==> src/rtl/serv_rf_sequencer_if.sv <==
// Request/grant and transfer-timing signals between the core control logic,
// the register-file sequencer and the serial register-file RAM.
interface serv_rf_sequencer_if;
  logic       start;
  logic       wonly;
  logic       rgnt;
  logic       rreq;
  logic       wreq;
  logic       busy;
  logic       run;
  logic [4:0] cnt;
  logic       cnt0;
  logic       cnt31;
  logic       done;
  logic       err;

  modport master (
    input  start, wonly, rgnt,
    output rreq, wreq, busy, run, cnt, cnt0, cnt31, done, err
  );

  modport slave (
    output start, wonly, rgnt,
    input  rreq, wreq, busy, run, cnt, cnt0, cnt31, done, err
  );
endinterface

==> src/rtl/serv_rf_sequencer.sv <==
// Register-file request sequencer: issues read/write request pulses, waits for
// grant or the fixed write latency, then times the 32-cycle bit-serial window.
module serv_rf_sequencer #(
  parameter int unsigned WLAT        = 2,
  parameter int unsigned GNT_TIMEOUT = 0
) (
  input logic                 i_clk,
  input logic                 i_rst_n,
  serv_rf_sequencer_if.master bus
);

  typedef enum logic [2:0] {
    StIdle,
    StRreq,
    StWait,
    StWreq,
    StWdly,
    StRun
  } state_e;

  // Last wait-counter value before abort; unused when the timeout is disabled.
  localparam logic [7:0] TimeoutLast = 8'(GNT_TIMEOUT - 1);
  // Last delay-counter value in WDLY; only meaningful when WLAT >= 2.
  localparam logic [3:0] DlyLast     = 4'(WLAT - 2);

  state_e     state_q, state_d;
  logic [4:0] cnt_q, cnt_d;
  logic [7:0] wait_q, wait_d;
  logic [3:0] dly_q, dly_d;
  logic       done_q, done_d;
  logic       err_q, err_d;

  always_ff @(posedge i_clk) begin
    if (!i_rst_n) begin
      state_q <= StIdle;
      cnt_q   <= '0;
      wait_q  <= '0;
      dly_q   <= '0;
      done_q  <= 1'b0;
      err_q   <= 1'b0;
    end else begin
      state_q <= state_d;
      cnt_q   <= cnt_d;
      wait_q  <= wait_d;
      dly_q   <= dly_d;
      done_q  <= done_d;
      err_q   <= err_d;
    end
  end

  always_comb begin
    state_d = state_q;
    cnt_d   = cnt_q;
    wait_d  = wait_q;
    dly_d   = dly_q;
    done_d  = 1'b0;
    err_d   = 1'b0;
    unique case (state_q)
      StIdle: begin
        if (bus.start) begin
          state_d = bus.wonly ? StWreq : StRreq;
        end
      end
      StRreq: begin
        state_d = StWait;
        wait_d  = '0;
      end
      StWait: begin
        // A grant in the final timeout cycle still wins.
        if (bus.rgnt) begin
          state_d = StRun;
          cnt_d   = '0;
          wait_d  = '0;
        end else if (GNT_TIMEOUT != 0) begin
          if (wait_q == TimeoutLast) begin
            state_d = StIdle;
            err_d   = 1'b1;
            wait_d  = '0;
          end else begin
            wait_d = wait_q + 8'd1;
          end
        end
      end
      StWreq: begin
        dly_d   = '0;
        cnt_d   = '0;
        state_d = (WLAT <= 1) ? StRun : StWdly;
      end
      StWdly: begin
        if (dly_q == DlyLast) begin
          state_d = StRun;
          dly_d   = '0;
        end else begin
          dly_d = dly_q + 4'd1;
        end
      end
      StRun: begin
        cnt_d = cnt_q + 5'd1;
        if (cnt_q == 5'd31) begin
          state_d = StIdle;
          done_d  = 1'b1;
        end
      end
      default: begin
        state_d = StIdle;
      end
    endcase
  end

  assign bus.rreq  = (state_q == StRreq);
  assign bus.wreq  = (state_q == StWreq);
  assign bus.busy  = (state_q != StIdle);
  assign bus.run   = (state_q == StRun);
  assign bus.cnt   = cnt_q;
  assign bus.cnt0  = (state_q == StRun) && (cnt_q == 5'd0);
  assign bus.cnt31 = (state_q == StRun) && (cnt_q == 5'd31);
  assign bus.done  = done_q;
  assign bus.err   = err_q;

endmodule

==> src/flat_wrapper.sv <==
// flat-port wrapper written by rule: the top's interface ports become plain ports
module serv_rf_sequencer_flat 
#(
  parameter int unsigned WLAT        = 2,
  parameter int unsigned GNT_TIMEOUT = 0
)
  (i_clk, i_rst_n, bus_start, bus_wonly, bus_rgnt, bus_rreq, bus_wreq, bus_busy, bus_run, bus_cnt, bus_cnt0, bus_cnt31, bus_done, bus_err);
  serv_rf_sequencer_if bus_i ();
  input logic i_clk;
  input logic i_rst_n;
  input wire logic [$bits(bus_i.start)-1:0] bus_start;
  input wire logic [$bits(bus_i.wonly)-1:0] bus_wonly;
  input wire logic [$bits(bus_i.rgnt)-1:0] bus_rgnt;
  output wire logic [$bits(bus_i.rreq)-1:0] bus_rreq;
  output wire logic [$bits(bus_i.wreq)-1:0] bus_wreq;
  output wire logic [$bits(bus_i.busy)-1:0] bus_busy;
  output wire logic [$bits(bus_i.run)-1:0] bus_run;
  output wire logic [$bits(bus_i.cnt)-1:0] bus_cnt;
  output wire logic [$bits(bus_i.cnt0)-1:0] bus_cnt0;
  output wire logic [$bits(bus_i.cnt31)-1:0] bus_cnt31;
  output wire logic [$bits(bus_i.done)-1:0] bus_done;
  output wire logic [$bits(bus_i.err)-1:0] bus_err;
  assign bus_i.start = bus_start;
  assign bus_i.wonly = bus_wonly;
  assign bus_i.rgnt = bus_rgnt;
  assign bus_rreq = bus_i.rreq;
  assign bus_wreq = bus_i.wreq;
  assign bus_busy = bus_i.busy;
  assign bus_run = bus_i.run;
  assign bus_cnt = bus_i.cnt;
  assign bus_cnt0 = bus_i.cnt0;
  assign bus_cnt31 = bus_i.cnt31;
  assign bus_done = bus_i.done;
  assign bus_err = bus_i.err;
  serv_rf_sequencer #(.WLAT(WLAT), .GNT_TIMEOUT(GNT_TIMEOUT)) u_core (.i_clk(i_clk), .i_rst_n(i_rst_n), .bus(bus_i));
endmodule
==> config.mk <==
export PLATFORM = sky130hd
export DESIGN_NAME = serv_rf_sequencer_flat
export DESIGN_NICKNAME = d
export VERILOG_FILES = /design/src/rtl/serv_rf_sequencer_if.sv /design/src/rtl/serv_rf_sequencer.sv /design/src/flat_wrapper.sv
export SDC_FILE = /design/constraint.sdc
export NUM_CORES = 1
export LEC_CHECK = 0
export ABC_AREA = 0
export CAP_MARGIN = 5
export CORE_UTILIZATION = 25
export CTS_CLUSTER_SIZE = 40
export DETAILED_ROUTE_END_ITERATION = 10
export GPL_TIMING_DRIVEN = 0
export SYNTH_ARGS = -nofsm -noshare
export SYNTH_HDL_FRONTEND = slang
export SYNTH_SLANG_ARGS = --single-unit
==> constraint.sdc <==
create_clock -name i_clk -period 2.1 [get_ports i_clk]
set_clock_uncertainty 0.1 [all_clocks]
set_input_delay 0.42 -clock i_clk [delete_from_list [all_inputs] [get_ports i_clk]]
set_output_delay 0.42 -clock i_clk [all_outputs]
set_load 0.005 [all_outputs]
=== Word-level counts from Yosys, hierarchy flattened ===
Index checks and enable logic that the tools add are counted.

* $add $sub $neg: 2
* Equality and inequality tests: 10
* Mux-type cells: 11
* Reductions and logical operators: 11

{| class="wikitable"
|+ Operators by type and width
! kind !! count
|-
| $pmux W3 S6 || 1
|-
| $pmux W5 S3 || 1
|-
| $mux W3 || 4
|-
| $pmux W4 S2 || 1
|-
| $eq A3 B2 Y1 const B || 2
|-
| $eq A3 B3 Y1 const B || 2
|-
| $reduce_bool A3 Y1 || 2
|-
| $add A5 B1 Y5 const B || 1
|-
| $eq A5 B5 Y1 const B || 1
|-
| $logic_not A5 Y1 || 1
|-
| $mux W5 || 1
|-
| $add A4 B1 Y4 const B || 1
|-
| $logic_not A4 Y1 || 1
|-
| $mux W4 || 1
|-
| $ne A2 B1 Y1 const B || 2
|-
| $ne A2 B2 Y1 const B || 2
|-
| $reduce_and A2 Y1 || 2
|-
| $reduce_and A4 Y1 || 1
|-
| $eq A3 B1 Y1 const B || 1
|-
| $logic_not A3 Y1 || 1
|-
| $logic_and A1 B1 Y1 || 2
|-
| $mux W2 || 1
|-
| $reduce_bool A2 Y1 || 1
|-
| $mux W1 || 1
|}

* Bits in registers: 13
* Input port bits: 5
* Output and inout bits: 13
* Word-level logic and storage cells: 38

=== Logic depth before layout (Yosys ltp) ===
* Depth after elaboration: 3
* Gate-level depth with buffers: 6
* Depth with buffers taken out: 6

=== Worst setup path after synthesis ===
OpenSTA, ideal clock, no wires.

* Path kind: reg-to-output
* Start: register u_core.cnt_q[0], in the netlist u_core.bus.cnt[0]
* End: output bus_cnt31
* Arrival: 1.082 ns
* Required time: 1.580 ns
* Path slack: 0.498 ns
* Stages on the path, launching flop included: 5
* Buffers on the path: 0
* Path through: dfxtp_1 ha_1 and3_1 ha_1 and2_1

* Longest elaborated chain between the ends: 2

{| class="wikitable"
|+ Ends and longest elaborated chain
! item !! line !! source
|-
| start: declaration || serv_rf_sequencer.sv:27 || <nowiki>logic [4:0] cnt_q, cnt_d;</nowiki>
|-
| start signal: assignment || serv_rf_sequencer.sv:43 || <nowiki>cnt_q <= cnt_d;</nowiki>
|-
| $eq A5 B5 Y1 || serv_rf_sequencer.sv:116 || <nowiki>assign bus.cnt31 = (state_q == StRun) && (cnt_q == 5'd31);</nowiki>
|-
| $logic_and A1 B1 Y1 || serv_rf_sequencer.sv:116 ||
|-
| end: declaration || flat_wrapper.sv:20 || <nowiki>output wire logic [$bits(bus_i.cnt31)-1:0] bus_cnt31;</nowiki>
|}

Every way passes these cells.

=== Worst setup path in the final report ===
Ends and elaborated chain as after synthesis.

==> key figures <==
Outcome
  – Status: finished clean

Global route
  – Congestion Overflow GR: 0
  – Number of global-route vias before repair: approximately 750
  – Antenna violations before repair: 0
  – Largest net degree at the start of global routing: 11
  – GRT Total Usage: between 10% and 20%
  – Global-route wire length before repair: approximately 3200 µm

Synthesis
  – Synth area leaders: dfxtp_1 31%, ha_1 7.6%, nand2_1 4.5%
  – Warnings from Yosys: 0
  – Synthesized instance count: ~90
  – Synth top area share: a little under a third
  – Synth unique cells: 39
  – Share of flip-flops with an asynchronous set or reset: 0%
  – EDFF count, synth: 0
  – FF+latch count, synth: 13
  – Top FF cell, synth: dfxtp_1
  – Post-synth top area cell: dfxtp_1
  – Synth Cell Area: 827 µm²
  – Sequential cell area fraction in the yosys report: about a third
  – Syn avg cell area: between 8 and 9 µm²
  – Syn_nets: roughly 100

Clock network
  – Clk sink count: 13
  – Clock Path Buffers: 2
  – Worst skew pair latency: 0.28 ns
  – Clock transition at path regs: around 0.090 ns
  – Clock root buffer: clkbuf_4
  – Total CTS buffers: 3
  – CTS tree: done
  – Hold Buf Count CTS: 0
  – CTS H-tree depth: 1

Layout
  – Final net count: approximately 130
  – Reg area: ~270 µm²
  – Layout area overhead: 42.4%
  – Post-Layout Inst Area: 1180 µm²
  – Commonest non-fill, non-tap cell in the layout: clkdlybuf4s50_1
  – Leading cell types in the layout, fill and taps excluded: 12 x clkdlybuf4s50_1, 11 x buf_4, 10 x nand2_1, 9 x dfxtp_1, 6 x inv_1
  – Util after Layout: between 30% and 40%
  – Finished Layout Cells: 165
  – ANT cells: 0
  – Share of layout cells above drive strength 1: 28.9%
  – Area of the multi-input gates: 526 µm²
  – Layout fillers: 350

Placement
  – DP HPWL: 1310 µm
  – Port bufs: 16
  – Cell Area, Placed: about 1000 µm²
  – Placed insts: between 150 and 200
  – Routability cong.: roughly 0.73
  – Pre-CTS setup slack: -0.0262 ns

Min path
  – Min-Delay Endpoint: u_core.dly_q[2]
  – Worst hold path depth: 2
  – Min-Delay Path Class: flip-flop to flip-flop
  – Hold_sp: u_core.dly_q[2]

Worst setup path
  – Worst R2R End: u_core.state_q[0]
  – CP Cell Sequence: ha_4 -> and3_4 -> ha_2 -> and2_1 -> dlygate4sd2_1
  – Largest fanout on the critical path: 3
  – Crit path kind: flip-flop to output port
  – Crit end category: output port
  – CP Data Arrival Time: 1.52 ns
  – RR Startpoint: u_core.dly_q[0]
  – Worst EP required: approximately 1.6 ns
  – Startpoint Class: flip-flop
  – Reg2Reg Setup Slack: approximately 0.5 ns
  – Crit path largest cell delay: roughly 0.37 ns
  – R2R cell count: 5
  – CP max stage cell: dfxtp_4

STA
  – Crit path time final: just over 2 ns
  – Worst Hold Slack: approximately 0.4 ns
  – Final period utilization: slightly below 100%
  – Final-report setup violation count: 0
  – Fmax: 0.491 GHz
  – Slew Viols, Final: 0
  – Sum Neg Setup Slack: 0 ns
  – Final WS setup: 0.0646 ns
  – Fin. Hold Viols: 0

Power and ir drop
  – Peak supply drop: about 260 µV
  – Leakage: between 0.4 and 0.5 nW
  – Total Power: approximately 0.8 mW
  – Power per cell area: 662 nW/µm²

Floorplanning
  – Die footprint: 3540 µm²
  – Die width: between 50 and 60 µm
  – IO Pins: 18
  – Core area: a little over 3000 µm²
  – Initial core utilization: a little over a quarter
  – Die Span Y: between 50 and 60 µm
  – Site Rows: 20

Routing
  – First drt pass iteration count: 4
  – Post-DR vias/cell: between 4 and 5
  – Drt total wl: 1940 µm
  – Via Count: 777
  – Drt initial violations: 18
  – Wire per inst: roughly 12 µm
  – Antenna Nets Post-Route: 0
  – Drt drc: 0

Run
  – Max-Cap Viols: 0
-- routing by layer --
metal,vias up,wire length (µm),GRT usage (%)
li1,389,-,-
met1,364,957,16.1
met2,20,861,19.4
met3,4,96,2.18
met4,0,29,4.98
met5,-,0,0
-- Yosys cell counts, types with 2 or more instances --
cell and n:
a21oi_1 5, a22o_1 2, and2_1 3, and3_1 4
buf_6 2, dfxtp_1 13, ha_1 5, inv_1 6
mux2i_1 2, nand2_1 10, nand2b_1 3, nand3_1 4
nor2_1 3, nor2b_4 2, o21ai_0 4
-- how the worst max path moves through the flow --
stage / from / to / slack (ns) / depth (start not counted)
final: u_core.bus.cnt[0] / bus_cnt31 / 0.06 / 5
after floorplan: u_core.bus.cnt[0] / bus_cnt31 / 0.50 / 4
after global routing: u_core.state_q[2] / bus_cnt0 / -0.02 / 5
after global placement: u_core.bus.cnt[0] / bus_cnt31 / -0.04 / 5
after CTS: u_core.bus.cnt[0] / bus_cnt31 / 0.02 / 5
after detailed placement: u_core.bus.cnt[0] / bus_cnt31 / -0.03 / 5
-- cell families (layout without fill, tap and decap cells) --
group,after synthesis,in the layout,synth area share (%)
buffers and inverters,12,41,8.47
adders and majority gates,5,5,7.56
other,1,1,0.453
AOI/OAI and AO/OA,22,22,21.6
xor gates and xnor gates,1,1,1.06
DFF,13,13,31.5
muxes,2,2,2.42
and+or+nand+nor,36,36,26.9
-- sequential cells by signal, summed over array words and instances (netlist names) --
signal / cells
u_core.dly_q: 4
u_core.state_q: 3
u_core.bus.cnt: 5
u_core.bus.done: 1
-- layout make-up --
type	instances	share of cell area, %
Buffer	5	3.51
Clock buffer	3	1.91
Clock inverter	1	0.425
Inverter	7	2.66
Multi-Input combinational cell	67	44.6
Sequential cell	13	23.2
Tap cell	44	4.68
Timing Repair Buffer	25	19.0
-- timing repair --
item / CTS / global route
endpoints found under the hold margin: 0 / 0
gates cloned: 0 / 0
buffers inserted: 6 / 3
endpoints found under the setup margin: 6 / 4
gates resized for setup: 13 / 6
-- report_power, final --
group	switching [mW]	internal, mW
clock network	0.0889	0.0707
registers	0.0111	0.266
logic	0.166	0.176
total	0.266	0.513
-- worst max-delay path, delay by kind of cell, from the launching register on --
| family | cells | cell delay, ns |
|---|---|---|
| buf+inv | 1 | 0.25 |
| fa+ha+maj | 2 | 0.33 |
| simple gates | 2 | 0.29 |
| flops | 1 | 0.37 |
Power figures use the tool's default switching activity.
